## config.mk

```make
export PLATFORM = sky130hd
export DESIGN_NAME = xadc_drp_sequencer
export DESIGN_NICKNAME = d
export VERILOG_FILES = /design/src/rtl/xadc_drp_sequencer.sv
export SDC_FILE = /design/constraint.sdc
export NUM_CORES = 1
export LEC_CHECK = 0
export ABC_AREA = 0
export CAP_MARGIN = 20
export CORE_MARGIN = 10
export CORE_UTILIZATION = 50
export CTS_CLUSTER_DIAMETER = 80
export DETAILED_ROUTE_END_ITERATION = 12
export PLACE_DENSITY = 0.86
export SYNTH_ARGS = -nofsm -noshare
export SYNTH_HDL_FRONTEND = slang
export SYNTH_SLANG_ARGS = --single-unit
```

## constraint.sdc

```tcl
create_clock -name CLK100MHZ -period 2.7 [get_ports CLK100MHZ]
set_input_delay 0.27 -clock CLK100MHZ [delete_from_list [all_inputs] [get_ports CLK100MHZ]]
set_output_delay 0.27 -clock CLK100MHZ [all_outputs]
set_load 0.03 [all_outputs]
```

## src/rtl/xadc_drp_sequencer.sv

```systemverilog
// ---------------------------------------------------------------------------
// xadc_drp_sequencer
//
// Purpose: walks a 4-bit channel mask on every XADC end-of-conversion and
// issues one DRP read per enabled channel. The 12-bit results are captured
// into per-channel registers for the LED/display logic.
//
// Ports:
//   CLK100MHZ     system clock, also the DRP clock
//   reset_in      synchronous active-high reset
//   eoc_in        end-of-conversion pulse from xadc_wiz_0
//   ch_mask[3:0]  channel enables (VP/VN, VAUX2, VAUX3, VAUX10), latched per frame
//   clr_err       clears the sticky error flags
//   daddr_out     DRP address
//   den_out       DRP enable, one-cycle pulse
//   dwe_out       DRP write enable, tied 0
//   di_out        DRP write data, tied 0
//   do_in         DRP read data
//   drdy_in       DRP data ready
//   result0..3    latest 12-bit result per channel (do_in[15:4])
//   result_valid  one-cycle pulse per channel when its result updates
//   frame_done    one-cycle pulse at the end of a scan
//   busy          high whenever the sequencer is not idle
//   timeout_err   sticky, a read was abandoned after TIMEOUT_CYCLES
//   overrun_err   sticky, an EOC was lost
//
// Build option: XADC_SEQ_AVG_EN turns each result into an IIR average
// (new = (3*old + sample) >> 2). Without it the raw sample is stored.
// ---------------------------------------------------------------------------
module xadc_drp_sequencer #(
    parameter int TIMEOUT_CYCLES = 64
) (
    input  logic        CLK100MHZ,
    input  logic        reset_in,
    input  logic        eoc_in,
    input  logic [3:0]  ch_mask,
    input  logic        clr_err,
    output logic [6:0]  daddr_out,
    output logic        den_out,
    output logic        dwe_out,
    output logic [15:0] di_out,
    input  logic [15:0] do_in,
    input  logic        drdy_in,
    output logic [11:0] result0,
    output logic [11:0] result1,
    output logic [11:0] result2,
    output logic [11:0] result3,
    output logic [3:0]  result_valid,
    output logic        frame_done,
    output logic        busy,
    output logic        timeout_err,
    output logic        overrun_err
);

    typedef enum logic [1:0] {S_IDLE, S_ISSUE, S_WAIT, S_NEXT} state_t;

    localparam logic [7:0] TIMEOUT_LIMIT = 8'(TIMEOUT_CYCLES);

    state_t      state_q, state_d;
    logic [1:0]  idx_q, idx_d;
    logic [3:0]  scan_mask_q, scan_mask_d;
    logic [7:0]  cnt_q, cnt_d;
    logic [6:0]  daddr_q, daddr_d;
    logic        den_q, den_d;
    logic [11:0] result_q [4];
    logic [11:0] result_d [4];
    logic [3:0]  result_valid_q, result_valid_d;
    logic        frame_done_q, frame_done_d;
    logic        busy_q, busy_d;
    logic        timeout_err_q, timeout_err_d;
    logic        overrun_err_q, overrun_err_d;
    logic        eoc_pending_q, eoc_pending_d;
    logic        timeout_set;
    logic        overrun_set;
    logic [3:0]  remaining;
`ifdef XADC_SEQ_AVG_EN
    logic [3:0]  primed_q, primed_d;
    logic [13:0] avg_acc;
`endif

    // Lowest enabled channel in a mask; callers only use it on non-zero masks.
    function automatic logic [1:0] lowest_bit(input logic [3:0] m);
        if (m[0])      return 2'd0;
        else if (m[1]) return 2'd1;
        else if (m[2]) return 2'd2;
        else           return 2'd3;
    endfunction

    function automatic logic [6:0] ch_addr(input logic [1:0] i);
        case (i)
            2'd0:    return 7'h03;
            2'd1:    return 7'h12;
            2'd2:    return 7'h13;
            default: return 7'h1A;
        endcase
    endfunction

    // Next-state logic. Visited channels are cleared from scan_mask so the
    // remaining bits directly give the next channel and the end of the frame.
    always_comb begin
        state_d        = state_q;
        idx_d          = idx_q;
        scan_mask_d    = scan_mask_q;
        cnt_d          = cnt_q;
        daddr_d        = daddr_q;
        den_d          = 1'b0;
        result_d       = result_q;
        result_valid_d = 4'b0000;
        frame_done_d   = 1'b0;
        eoc_pending_d  = eoc_pending_q;
        timeout_set    = 1'b0;
        overrun_set    = 1'b0;
        remaining      = scan_mask_q & ~(4'b0001 << idx_q);
`ifdef XADC_SEQ_AVG_EN
        primed_d       = primed_q;
        avg_acc        = 14'd0;
`endif

        case (state_q)
            S_IDLE: begin
                if (eoc_in || eoc_pending_q) begin
                    // A fresh EOC arriving while a queued one is consumed stays queued.
                    eoc_pending_d = eoc_pending_q && eoc_in;
                    if (ch_mask != 4'b0000) begin
                        scan_mask_d = ch_mask;
                        idx_d       = lowest_bit(ch_mask);
                        daddr_d     = ch_addr(lowest_bit(ch_mask));
                        den_d       = 1'b1;
                        state_d     = S_ISSUE;
                    end
                end
            end
            S_ISSUE: begin
                cnt_d   = 8'd1;
                state_d = S_WAIT;
            end
            S_WAIT: begin
                // drdy is checked first so a response on the last allowed cycle wins.
                if (drdy_in || cnt_q == TIMEOUT_LIMIT) begin
                    if (drdy_in) begin
                        result_valid_d[idx_q] = 1'b1;
`ifdef XADC_SEQ_AVG_EN
                        if (primed_q[idx_q]) begin
                            avg_acc = 14'(result_q[idx_q]) * 14'd3 + 14'(do_in[15:4]);
                            result_d[idx_q] = avg_acc[13:2];
                        end else begin
                            result_d[idx_q] = do_in[15:4];
                            primed_d[idx_q] = 1'b1;
                        end
`else
                        result_d[idx_q] = do_in[15:4];
`endif
                    end else begin
                        timeout_set = 1'b1;
                    end
                    scan_mask_d  = remaining;
                    frame_done_d = (remaining == 4'b0000);
                    cnt_d        = 8'd0;
                    state_d      = S_NEXT;
                end else begin
                    cnt_d = cnt_q + 8'd1;
                end
            end
            default: begin
                if (scan_mask_q != 4'b0000) begin
                    idx_d   = lowest_bit(scan_mask_q);
                    daddr_d = ch_addr(lowest_bit(scan_mask_q));
                    den_d   = 1'b1;
                    state_d = S_ISSUE;
                end else begin
                    state_d = S_IDLE;
                end
            end
        endcase

        // EOCs during a frame queue one deep; a second one is an overrun.
        if (state_q != S_IDLE && eoc_in) begin
            if (eoc_pending_q) overrun_set   = 1'b1;
            else               eoc_pending_d = 1'b1;
        end

        // Set has priority over clear on the sticky flags.
        timeout_err_d = (timeout_err_q && !clr_err) || timeout_set;
        overrun_err_d = (overrun_err_q && !clr_err) || overrun_set;
        busy_d        = (state_d != S_IDLE);
    end

    always_ff @(posedge CLK100MHZ) begin
        if (reset_in) begin
            state_q        <= S_IDLE;
            idx_q          <= 2'd0;
            scan_mask_q    <= 4'b0000;
            cnt_q          <= 8'd0;
            daddr_q        <= 7'd0;
            den_q          <= 1'b0;
            for (int i = 0; i < 4; i++) result_q[i] <= 12'd0;
            result_valid_q <= 4'b0000;
            frame_done_q   <= 1'b0;
            busy_q         <= 1'b0;
            timeout_err_q  <= 1'b0;
            overrun_err_q  <= 1'b0;
            eoc_pending_q  <= 1'b0;
`ifdef XADC_SEQ_AVG_EN
            primed_q       <= 4'b0000;
`endif
        end else begin
            state_q        <= state_d;
            idx_q          <= idx_d;
            scan_mask_q    <= scan_mask_d;
            cnt_q          <= cnt_d;
            daddr_q        <= daddr_d;
            den_q          <= den_d;
            result_q       <= result_d;
            result_valid_q <= result_valid_d;
            frame_done_q   <= frame_done_d;
            busy_q         <= busy_d;
            timeout_err_q  <= timeout_err_d;
            overrun_err_q  <= overrun_err_d;
            eoc_pending_q  <= eoc_pending_d;
`ifdef XADC_SEQ_AVG_EN
            primed_q       <= primed_d;
`endif
        end
    end

    assign daddr_out    = daddr_q;
    assign den_out      = den_q;
    assign dwe_out      = 1'b0;
    assign di_out       = 16'h0000;
    assign result0      = result_q[0];
    assign result1      = result_q[1];
    assign result2      = result_q[2];
    assign result3      = result_q[3];
    assign result_valid = result_valid_q;
    assign frame_done   = frame_done_q;
    assign busy         = busy_q;
    assign timeout_err  = timeout_err_q;
    assign overrun_err  = overrun_err_q;

endmodule

```

After elaboration in Yosys (flattened, before gate mapping)

Cells that the tools add are included.

Logic and storage cells: 115
Flip-flop bits (word level): 81
Bits of input ports: 25

$add $sub $neg: 1
Magnitude comparators: 4
Shift-type cells: 1
Mux-type cells: 47
Eq/ne operators: 10
Bitwise gates (word level): 7
Reduce and logical (&&, ||, !) cells: 29

Operators by type and width:

| operator            | count |
|---|---|
| $bwmux 48           | 1 |
| $pmux 5 s3          | 2 |
| $demux 12 s2        | 1 |
| $mux 2              | 12 |
| $mux 7              | 3 |
| $mux 1              | 16 |
| $pmux 8 s2          | 1 |
| $pmux 7 s2          | 1 |
| $mux 12             | 1 |
| $mux 4              | 3 |
| $reduce_bool 2->1   | 5 |
| $add 8x1->8 const B | 1 |
| $eq 8x7->1 const B  | 1 |
| $mux 8              | 1 |
| $pmux 4 s2          | 1 |
| $reduce_and 4->1    | 2 |
| $reduce_bool 4->1   | 2 |
| $eq 2x1->1 const B  | 3 |
| $eq 2x2->1 const B  | 3 |
| $logic_and 1x1->1   | 6 |
| $logic_not 2->1     | 3 |
| $ne 2x2->1 const B  | 3 |
| $pmux 2 s3          | 1 |
| $reduce_or 3->1     | 2 |
| other kinds (18)    | 24 |

Logic depth before layout (Yosys ltp)

Gate-level depths: netlist of run 1.

Depth in word-level cells: 11
Mapped depth: 8
Mapped depth without buffers: 6

Worst setup path before layout of run 1

OpenSTA, ideal clock, no wires.

Path kind: register to register
From: reg state_q[0]
To: reg daddr_q[0] (netlist: daddr_out[0])
Path slack: 1064 ps
Arrival time: 1577 ps
Buffers on the path: 1
Clock period less this slack: 1636 ps
Stages on the path, launching flop included: 8
Required time: 2641 ps
Cell sequence: dfxtp_1 inv_1 ha_1 buf_4 inv_1 a22oi_2 a2111oi_1 o21ba_1

Longest elaborated chain between the ends: 4
Elaborated cells between the ends (all ways): 10
Classes of those cells: 4 x eq/ne; 1 x mux; 1 x bitwise; 4 x reduce/logical

Ends and longest elaborated chain:

| item                                            | line | RTL |
|---|---|---|
| from (decl)                                     | 59   | `state_t state_q, state_d;` |
| from (signal assigned)                          | 207  | `state_q <= state_d;` |
| $eq 2x2->1 / $eq 2x1->1 (equally long branches) | 119  | `case (state_q)` |
| $reduce_or 2->1 (no source line)                | n/a  |  |
| $not 1->1 (no source line)                      | n/a  |  |
| $reduce_and 4->1 (no source line)               | n/a  |  |
| to (signal assigned)                            | 211  | `daddr_q <= daddr_d;` |
| to (decl)                                       | 63   | `logic [6:0] daddr_q, daddr_d;` |

Several ways; a longest one is shown, not always the timed one.
A chain may end at the register's enable or synchronous reset.

Final worst setup path of run 1

From: reg state_q[0]
To: reg scan_mask_q[3]

Longest elaborated chain between the ends: 3
Elaborated cells between the ends (all ways): 8
Classes of those cells: 4 x eq/ne; 1 x mux; 3 x reduce/logical

Ends and longest elaborated chain:

| item                                                                    | line | RTL |
|---|---|---|
| $eq 2x2->1 / $logic_not 2->1 (equally long branches)                    | 119  |  |
| $ne 2x2->1 (no source line) / $reduce_bool 2->1 (equally long branches) | n/a  |  |
| $reduce_and 4->1 (no source line)                                       | n/a  |  |
| to (signal assigned)                                                    | 209  | `scan_mask_q <= scan_mask_d;` |
| to (decl)                                                               | 61   | `logic [3:0] scan_mask_q, scan_mask_d;` |

Several ways; a longest one is shown, not always the timed one.

==> Flow_metrics.wiki, run 1 <==
{| class="wikitable"
! Metric !! Value
|-
| Number of pins with negative max-slew slack in the final report || 0
|-
| Setup repair after global routing missed its margin || false
|-
| Largest cells by area after synthesis || sky130_fd_sc_hd__dfxtp_1 47%, sky130_fd_sc_hd__nand2_1 13%, sky130_fd_sc_hd__a21oi_1 9.4%
|-
| DP HPWL || 6.76 mm
|-
| Final Hold Viols || 0
|-
| Setup-failing EPs final || 0
|-
| Crit-path slowest cell || sky130_fd_sc_hd__nor3_1
|-
| Worst-case headroom to the max-slew limit || 0.589
|-
| Number of synthesis warnings || 0
|-
| Metal2 WL || 4.67 mm
|-
| Area share of the largest cell type after synthesis || 0.473
|-
| Remaining antenna violation count || 0
|-
| Flops & latches, synth || 78
|-
| Highest clock rate || 0.505 GHz
|-
| Period minus WS final || 1.98 ns
|-
| Power per standard cell area || 811 mW/mm2
|-
| Insertion delay to the later sink of the worst-skew pair || 0.36 ns
|-
| Final hold slack || 0.280 ns
|-
| Number of primary I/O pins || 106
|-
| H-tree depth || 3
|-
| Overall via count from detail_route || 3093
|-
| Transition time at the pin with the least slew margin || 0.611 ns
|-
| Maximum number of pins on one net before global-route repair || 59
|-
| Unique masters post-synth || 44
|-
| Type of destination of the critical path || register
|-
| Average instance area after synthesis || 8.13 um2
|-
| Number of vias per cell after detailed routing || 5.52
|-
| Multi-input gate area in the final layout || 0.00149 mm2
|-
| Clock tree from TritonCTS || built
|-
| Placeable core area || 0.00639 mm2
|-
| Proportion of layout cells with a drive suffix above 1 || 0.0642
|-
| Arrival @ worst endpoint || 2.27 ns
|-
| Gr ovfl total || 0
|-
| Biggest fanout along the worst timing path || 11
|-
| Final worst-path cycle share || 0.734
|-
| Sink count of the clock tree || 78
|-
| Fin Clk Skew || 0.0156 ns
|-
| CTS hold repair buffers || 0
|-
| Most instantiated library cell after synthesis || sky130_fd_sc_hd__nand2_1
|-
| Asr flop ratio synth || 0
|-
| Share of the yosys chip area belonging to registers || 0.473
|-
| Number of CTS-inserted buffers || 9
|-
| Drc violations || 0
|-
| Post-cts resize count || 0
|-
| Met3 wire length || 861 um
|-
| First-pass DRT Iterations || 6
|-
| Routability congestion estimate || 0.896
|-
| Cell class contributing the biggest share of worst-path delay || simple AND/OR/NAND/NOR gates
|-
| Cell count after synthesis || 406
|-
| Buffers & Inverters on Critical Path || 1
|-
| Run status || finished, final reports clean
|-
| Final sum of negative setup slack || 0 ns
|-
| Commonest cells in the synthesized netlist || 110 x sky130_fd_sc_hd__nand2_1, 78 x sky130_fd_sc_hd__dfxtp_1, 62 x sky130_fd_sc_hd__a21oi_1, 26 x sky130_fd_sc_hd__nor2_1, 21 x sky130_fd_sc_hd__buf_4
|-
| Highest metal layer with signal wires || met4
|-
| Cell Rows || 29
|-
| Die Footprint || 0.0103 mm2
|-
| Max clock buf depth || 2
|-
| Worst setup path category || register to register
|-
| Max VDD drop || 643 uV
|-
| Via count of the first global-routing pass || 2925
|-
| Cell area after synthesis || 0.00330 mm2
|-
| Post-CTS Setup Bufs || 0
|-
| Worst setup SP type || register
|-
| Post-synth EDFFs || 0
|-
| Detailed-route wire length per cell || 16.8 um
|-
| Leakage power || 0.00152 uW
|-
| Number of nets in the layout || 509
|-
| Met1 Wirelength || 3.63 mm
|-
| Path class of the lowest-slack min-delay path || input port to register
|-
| Area leader, netlist || sky130_fd_sc_hd__dfxtp_1
|-
| Final Routed Wirelength || 9.42 mm
|-
| Most used flip-flop cell after synthesis || sky130_fd_sc_hd__dfxtp_1
|-
| Number of DRC markers in iteration 0 || 286
|-
| Req. time, crit path || 2.99 ns
|-
| Inserted Diodes || 0
|-
| Maximum Capacitance Violations || 0
|-
| Sequential cell area || 0.00156 mm2
|-
| Global Route Usage Sum || 0.180
|-
| Die height || 101 um
|-
| CTS root buffer || sky130_fd_sc_hd__clkbuf_8
|-
| Antenna violations before repair || 0
|-
| Crit-path max cell delay || 0.44 ns
|-
| CP cell instances || inv_1, ha_1, o21ai_0, nor3_1, a22oi_1, nand2_1
|-
| Initial Utilization || 0.517
|-
| Reg clk slew, reported paths || 0.08 ns
|-
| Count of input and output buffers || 81
|-
| Die Span X || 101 um
|-
| First-pass GRT wire length || 14.8 mm
|-
| P&R area growth vs syn || 29.5%
|-
| Number of inserted filler cells in the final layout || 491
|}
-- area by class of cell --
| cell class | instances | area share |
|---|---|---|
| flip-flops and latches | 78 | 0.365 |
| multi-input cells | 292 | 0.349 |
| repair buffers | 88 | 0.204 |
| clock buffers | 10 | 0.0322 |
| well taps | 77 | 0.0225 |
| clock inverters | 5 | 0.0190 |
| inverters | 10 | 0.00878 |
-- report_power, final --
part / switching (uW) / internal [uW]
combinational: 701 / 406
sequential: 110 / 1270
clock: 439 / 542
total: 1250 / 2220
-- routing by layer --
| layer | GRT usage | up-vias |
|---|---|---|
| met2 | 0.297 | 154 |
| met5 | 0 | - |
| met3 | 0.0647 | 23 |
| li1 | - | 1471 |
| met1 | 0.204 | 1445 |
| met4 | 0.0815 | 0 |
-- per-stage QoR --
stage,cell area [um2],total power (uW),util,setup WS (ns),cells
after floorplan,3370,2200,-,1.06,425
after global placement,4060,2460,0.635,0.725,545
after detailed placement,4060,2500,0.635,0.669,545
after CTS,4280,3460,0.670,0.747,560
after global routing,4280,3620,0.670,0.524,560
final,4280,3470,0.670,0.719,560
-- worst paths after layout --
path / from / end / slack [ns] / cells after the start
min reg2reg: result3[8] / result3[8] / 0.46 / 2
max reg2reg: state_q[0] / scan_mask_q[3] / 0.72 / 6
min: reset_in / state_q[1] / 0.28 / 2
max: state_q[0] / scan_mask_q[3] / 0.72 / 6
-- worst reg2reg max path: stages (launching register included) --
cell                      delay [ns]
sky130_fd_sc_hd__dfxtp_1        0.34
sky130_fd_sc_hd__inv_1          0.12
sky130_fd_sc_hd__ha_1           0.43
sky130_fd_sc_hd__o21ai_0        0.30
sky130_fd_sc_hd__nor3_1         0.44
sky130_fd_sc_hd__a22oi_1        0.20
sky130_fd_sc_hd__nand2_1        0.10
-- placed cells by master, fill, tap and decap left out, types with 2 or more instances in the layout --
cell                              synthesis  final
sky130_fd_sc_hd__nor4_1                   4      4
sky130_fd_sc_hd__a211oi_1                 4      4
sky130_fd_sc_hd__xnor2_1                  3      3
sky130_fd_sc_hd__xor2_1                   3      3
sky130_fd_sc_hd__buf_4                   21      6
sky130_fd_sc_hd__bufinv_16                0      2
sky130_fd_sc_hd__clkdlybuf4s50_1          0     80
sky130_fd_sc_hd__or2_2                    2      2
sky130_fd_sc_hd__a22oi_1                  6      6
sky130_fd_sc_hd__o21ai_0                  5      5
sky130_fd_sc_hd__ha_1                     5      5
sky130_fd_sc_hd__nand4_1                  4      4
sky130_fd_sc_hd__nand2_1                110    110
sky130_fd_sc_hd__nand2b_1                 2      2
sky130_fd_sc_hd__o211ai_1                 3      3
sky130_fd_sc_hd__a21oi_1                 62     62
sky130_fd_sc_hd__dfxtp_1                 78     78
sky130_fd_sc_hd__conb_1                   1     20
sky130_fd_sc_hd__nor3_1                   8      8
sky130_fd_sc_hd__clkbuf_8                 0     10
sky130_fd_sc_hd__inv_1                   10     10
sky130_fd_sc_hd__or4_4                    2      2
sky130_fd_sc_hd__or3_1                    2      2
sky130_fd_sc_hd__nor2b_1                  2      2
sky130_fd_sc_hd__nor2_1                  26     26
-- cells by family (layout without fill, tap and decap cells) --
| logic type | after synthesis | in the layout | synth area share |
|---|---|---|---|
| adder cells (fa/ha/maj) | 5 | 5 | 0.0189 |
| buffers and inverters | 55 | 113 | 0.0970 |
| flip-flops | 78 | 78 | 0.473 |
| other | 1 | 20 | 0.00114 |
| AO/OA/AOI/OAI | 94 | 94 | 0.178 |
| XOR/XNOR | 6 | 6 | 0.0159 |
| AND/OR/NAND/NOR | 166 | 166 | 0.213 |
| multiplexers | 1 | 1 | 0.00303 |
-- registers in the layout (all words and copies together) (netlist names), 2 cells and up --
| register | cells |
|---|---|
| result0 | 12 |
| result1 | 12 |
| result2 | 12 |
| result3 | 12 |
| cnt_q | 8 |
| daddr_out | 4 |
| result_valid | 4 |
| scan_mask_q | 4 |
| idx_q | 2 |
| state_q | 2 |
(Power assumes the default switching activity.)
==> run 2: changes to the inputs <==
Settings changed: CORE_UTILIZATION 50 to 46, PLACE_DENSITY 0.86 to 0.8.
Clock period 2.7 ns to 1.95 ns, I/O delays scaled along.
==> Flow_metrics.wiki, run 2 (synthesis results as in run 1) <==
{| class="wikitable"
! Metric !! Value
|-
| Run status || finished, final reports clean
|-
| Worst setup path category || register to register
|-
| Number of vias per cell after detailed routing || 5.07 (-8.2%)
|-
| Number of CTS-inserted buffers || 9 (unchanged)
|-
| Initial Utilization || 0.481 (-0.0364)
|-
| Number of DRC markers in iteration 0 || 161 (-44%)
|-
| Period minus WS final || 1.78 ns (-0.205 ns)
|-
| Final worst-path cycle share || 0.910 (+0.177)
|-
| Insertion delay to the later sink of the worst-skew pair || 0.36 ns (about the same)
|-
| Number of nets in the layout || 519 (+2.0%)
|-
| Drc violations || 0 (unchanged)
|-
| Worst-case headroom to the max-slew limit || 0.631 (+0.0420)
|-
| Transition time at the pin with the least slew margin || 0.553 ns (-0.0574 ns)
|-
| Clock tree from TritonCTS || built
|-
| Via count of the first global-routing pass || 2993 (+2.3%)
|-
| Gr ovfl total || 0 (unchanged)
|-
| Most common library cell in the layout ignoring fill and taps || sky130_fd_sc_hd__nand2_1
|-
| Placed cell count || 574 (+5.3%)
|-
| Reg clk slew, reported paths || 0.08 ns (about the same)
|-
| Final sum of negative setup slack || 0 ns (unchanged)
|-
| First-pass GRT wire length || 15.1 mm (+2.3%)
|-
| Sink count of the clock tree || 78 (unchanged)
|-
| Cell Rows || 30 (+3.4%)
|-
| Die height || 105 um (+3.4%)
|-
| CTS root buffer || sky130_fd_sc_hd__clkbuf_8
|-
| Placed Instance Area || 0.00414 mm2 (+2.1%)
|-
| Total power of the final layout || 4820 uW (+39%)
|-
| Type of destination of the critical path || register
|-
| Arrival @ worst endpoint || 2.00 ns (-0.27 ns)
|-
| Non-Filler Instances || 590 (+5.4%)
|-
| CTS hold repair buffers || 0 (unchanged)
|-
| Number of pins with negative max-slew slack in the final report || 0 (unchanged)
|-
| Fin Clk Skew || 0.0121 ns (-0.00354 ns)
|-
| Overall via count from detail_route || 2990 (-3.3%)
|-
| Detailed-route wire length per cell || 15.7 um (-6.7%)
|-
| Maximum Capacitance Violations || 0 (unchanged)
|-
| Max clock buf depth || 2 (unchanged)
|-
| Routability congestion estimate || 0.854 (-4.7%)
|-
| Final Hold Viols || 0 (unchanged)
|-
| Leakage power || 0.00156 uW (+2.9%)
|-
| Startpoint of the worst setup timing path || cnt_q[0]
|-
| Setup-failing EPs final || 0 (unchanged)
|-
| Inserted Diodes || 0 (unchanged)
|-
| Launch point of the worst hold path || reset_in
|-
| DP HPWL || 6.94 mm (+2.7%)
|-
| Highest clock rate || 0.563 GHz (+12%)
|-
| Path class of the lowest-slack min-delay path || input port to register
|-
| Final Routed Wirelength || 9.26 mm (-1.7%)
|-
| Placeable core area || 0.00687 mm2 (+7.6%)
|-
| Global Route Usage Sum || 0.166 (-0.0144)
|-
| Count of input and output buffers || 81 (unchanged)
|-
| H-tree depth || 3 (unchanged)
|-
| Post-CTS Setup Bufs || 0 (unchanged)
|-
| Setup repair after global routing missed its margin || false
|-
| Power per standard cell area || 1100 mW/mm2 (+36%)
|-
| Req. time, crit path || 2.18 ns (-0.81 ns)
|-
| Worst setup SP type || register
|-
| Startpoint of the lowest-slack register-to-register path || cnt_q[0]
|-
| Maximum number of pins on one net before global-route repair || 30 (-49%)
|-
| Proportion of layout cells with a drive suffix above 1 || 0.0891 (+0.0249)
|-
| Remaining antenna violation count || 0 (unchanged)
|-
| Final cell area excluding filler cells || 0.00437 mm2 (+2.1%)
|-
| Number of inserted filler cells in the final layout || 607 (+24%)
|-
| Leading cell types in the layout, fill and taps excluded || 110 x sky130_fd_sc_hd__nand2_1, 80 x sky130_fd_sc_hd__clkdlybuf4s50_1, 78 x sky130_fd_sc_hd__dfxtp_1, 62 x sky130_fd_sc_hd__a21oi_1, 26 x sky130_fd_sc_hd__nor2_1
|-
| P&R area growth vs syn || 32.3%
|-
| Max VDD drop || 561 uV (-13%)
|-
| First-pass DRT Iterations || 4 (-2)
|-
| Biggest fanout along the worst timing path || 7 (-4)
|-
| Die Span X || 105 um (+3.4%)
|-
| Antenna violations before repair || 0 (unchanged)
|-
| Die Footprint || 0.0110 mm2 (+7.0%)
|-
| Post-cts resize count || 0 (unchanged)
|-
| Number of primary I/O pins || 106 (unchanged)
|}
-- run 2: layout make-up --
type                    instances  area [um2]  share of cell area
well taps                      96         120              0.0275
repair buffers                 98         933               0.214
flip-flops and latches         78        1560               0.357
clock buffers                  11         151              0.0347
inverters                      10        37.5             0.00859
multi-input cells             292        1500               0.343
clock inverters                 5        65.1              0.0149
-- run 2: final timing paths --
check	to	slack, ns	cells after the start
worst max-delay path	scan_mask_q[0]	0.17	6
worst min-delay path	state_q[1]	0.31	2
worst max register to register	scan_mask_q[0]	0.17	6
worst min register to register	result3[0]	0.45	2
-- run 2: critical path, stage by stage, from the launching register on --
cell	delay (ns)
sky130_fd_sc_hd__dfxtp_1	0.34
sky130_fd_sc_hd__inv_1	0.10
sky130_fd_sc_hd__ha_1	0.17
sky130_fd_sc_hd__nand4bb_1	0.18
sky130_fd_sc_hd__o41a_1	0.46
sky130_fd_sc_hd__o311ai_0	0.32
sky130_fd_sc_hd__nand2_1	0.08
-- run 2: metrics by stage --
step / hold WS (ns) / util / setup slack [ns]
after detailed placement: 0.446 / 0.603 / 0.104
after global routing: 0.320 / 0.636 / 0.0581
after global placement: 0.442 / 0.603 / 0.153
final: 0.307 / 0.636 / 0.175
after CTS: 0.300 / 0.635 / 0.100
after floorplan: 0.331 / - / 0.314
-- run 2: where the power goes --
part / total (uW) / internal, uW / switching, uW / leakage [uW]
clock: 1290 / 673 / 614 / 0.000110
sequential: 1910 / 1760 / 152 / 0.000632
combinational: 1630 / 616 / 1010 / 0.000819
-- run 2: routing by layer --
layer / vias to the layer above / global-route usage / part of all wire
met5: - / 0 / 0
met3: 18 / 0.0577 / 0.081
li1: 1490 / - / -
met2: 100 / 0.283 / 0.48
met4: 0 / 0.0706 / 0.022
met1: 1382 / 0.182 / 0.42
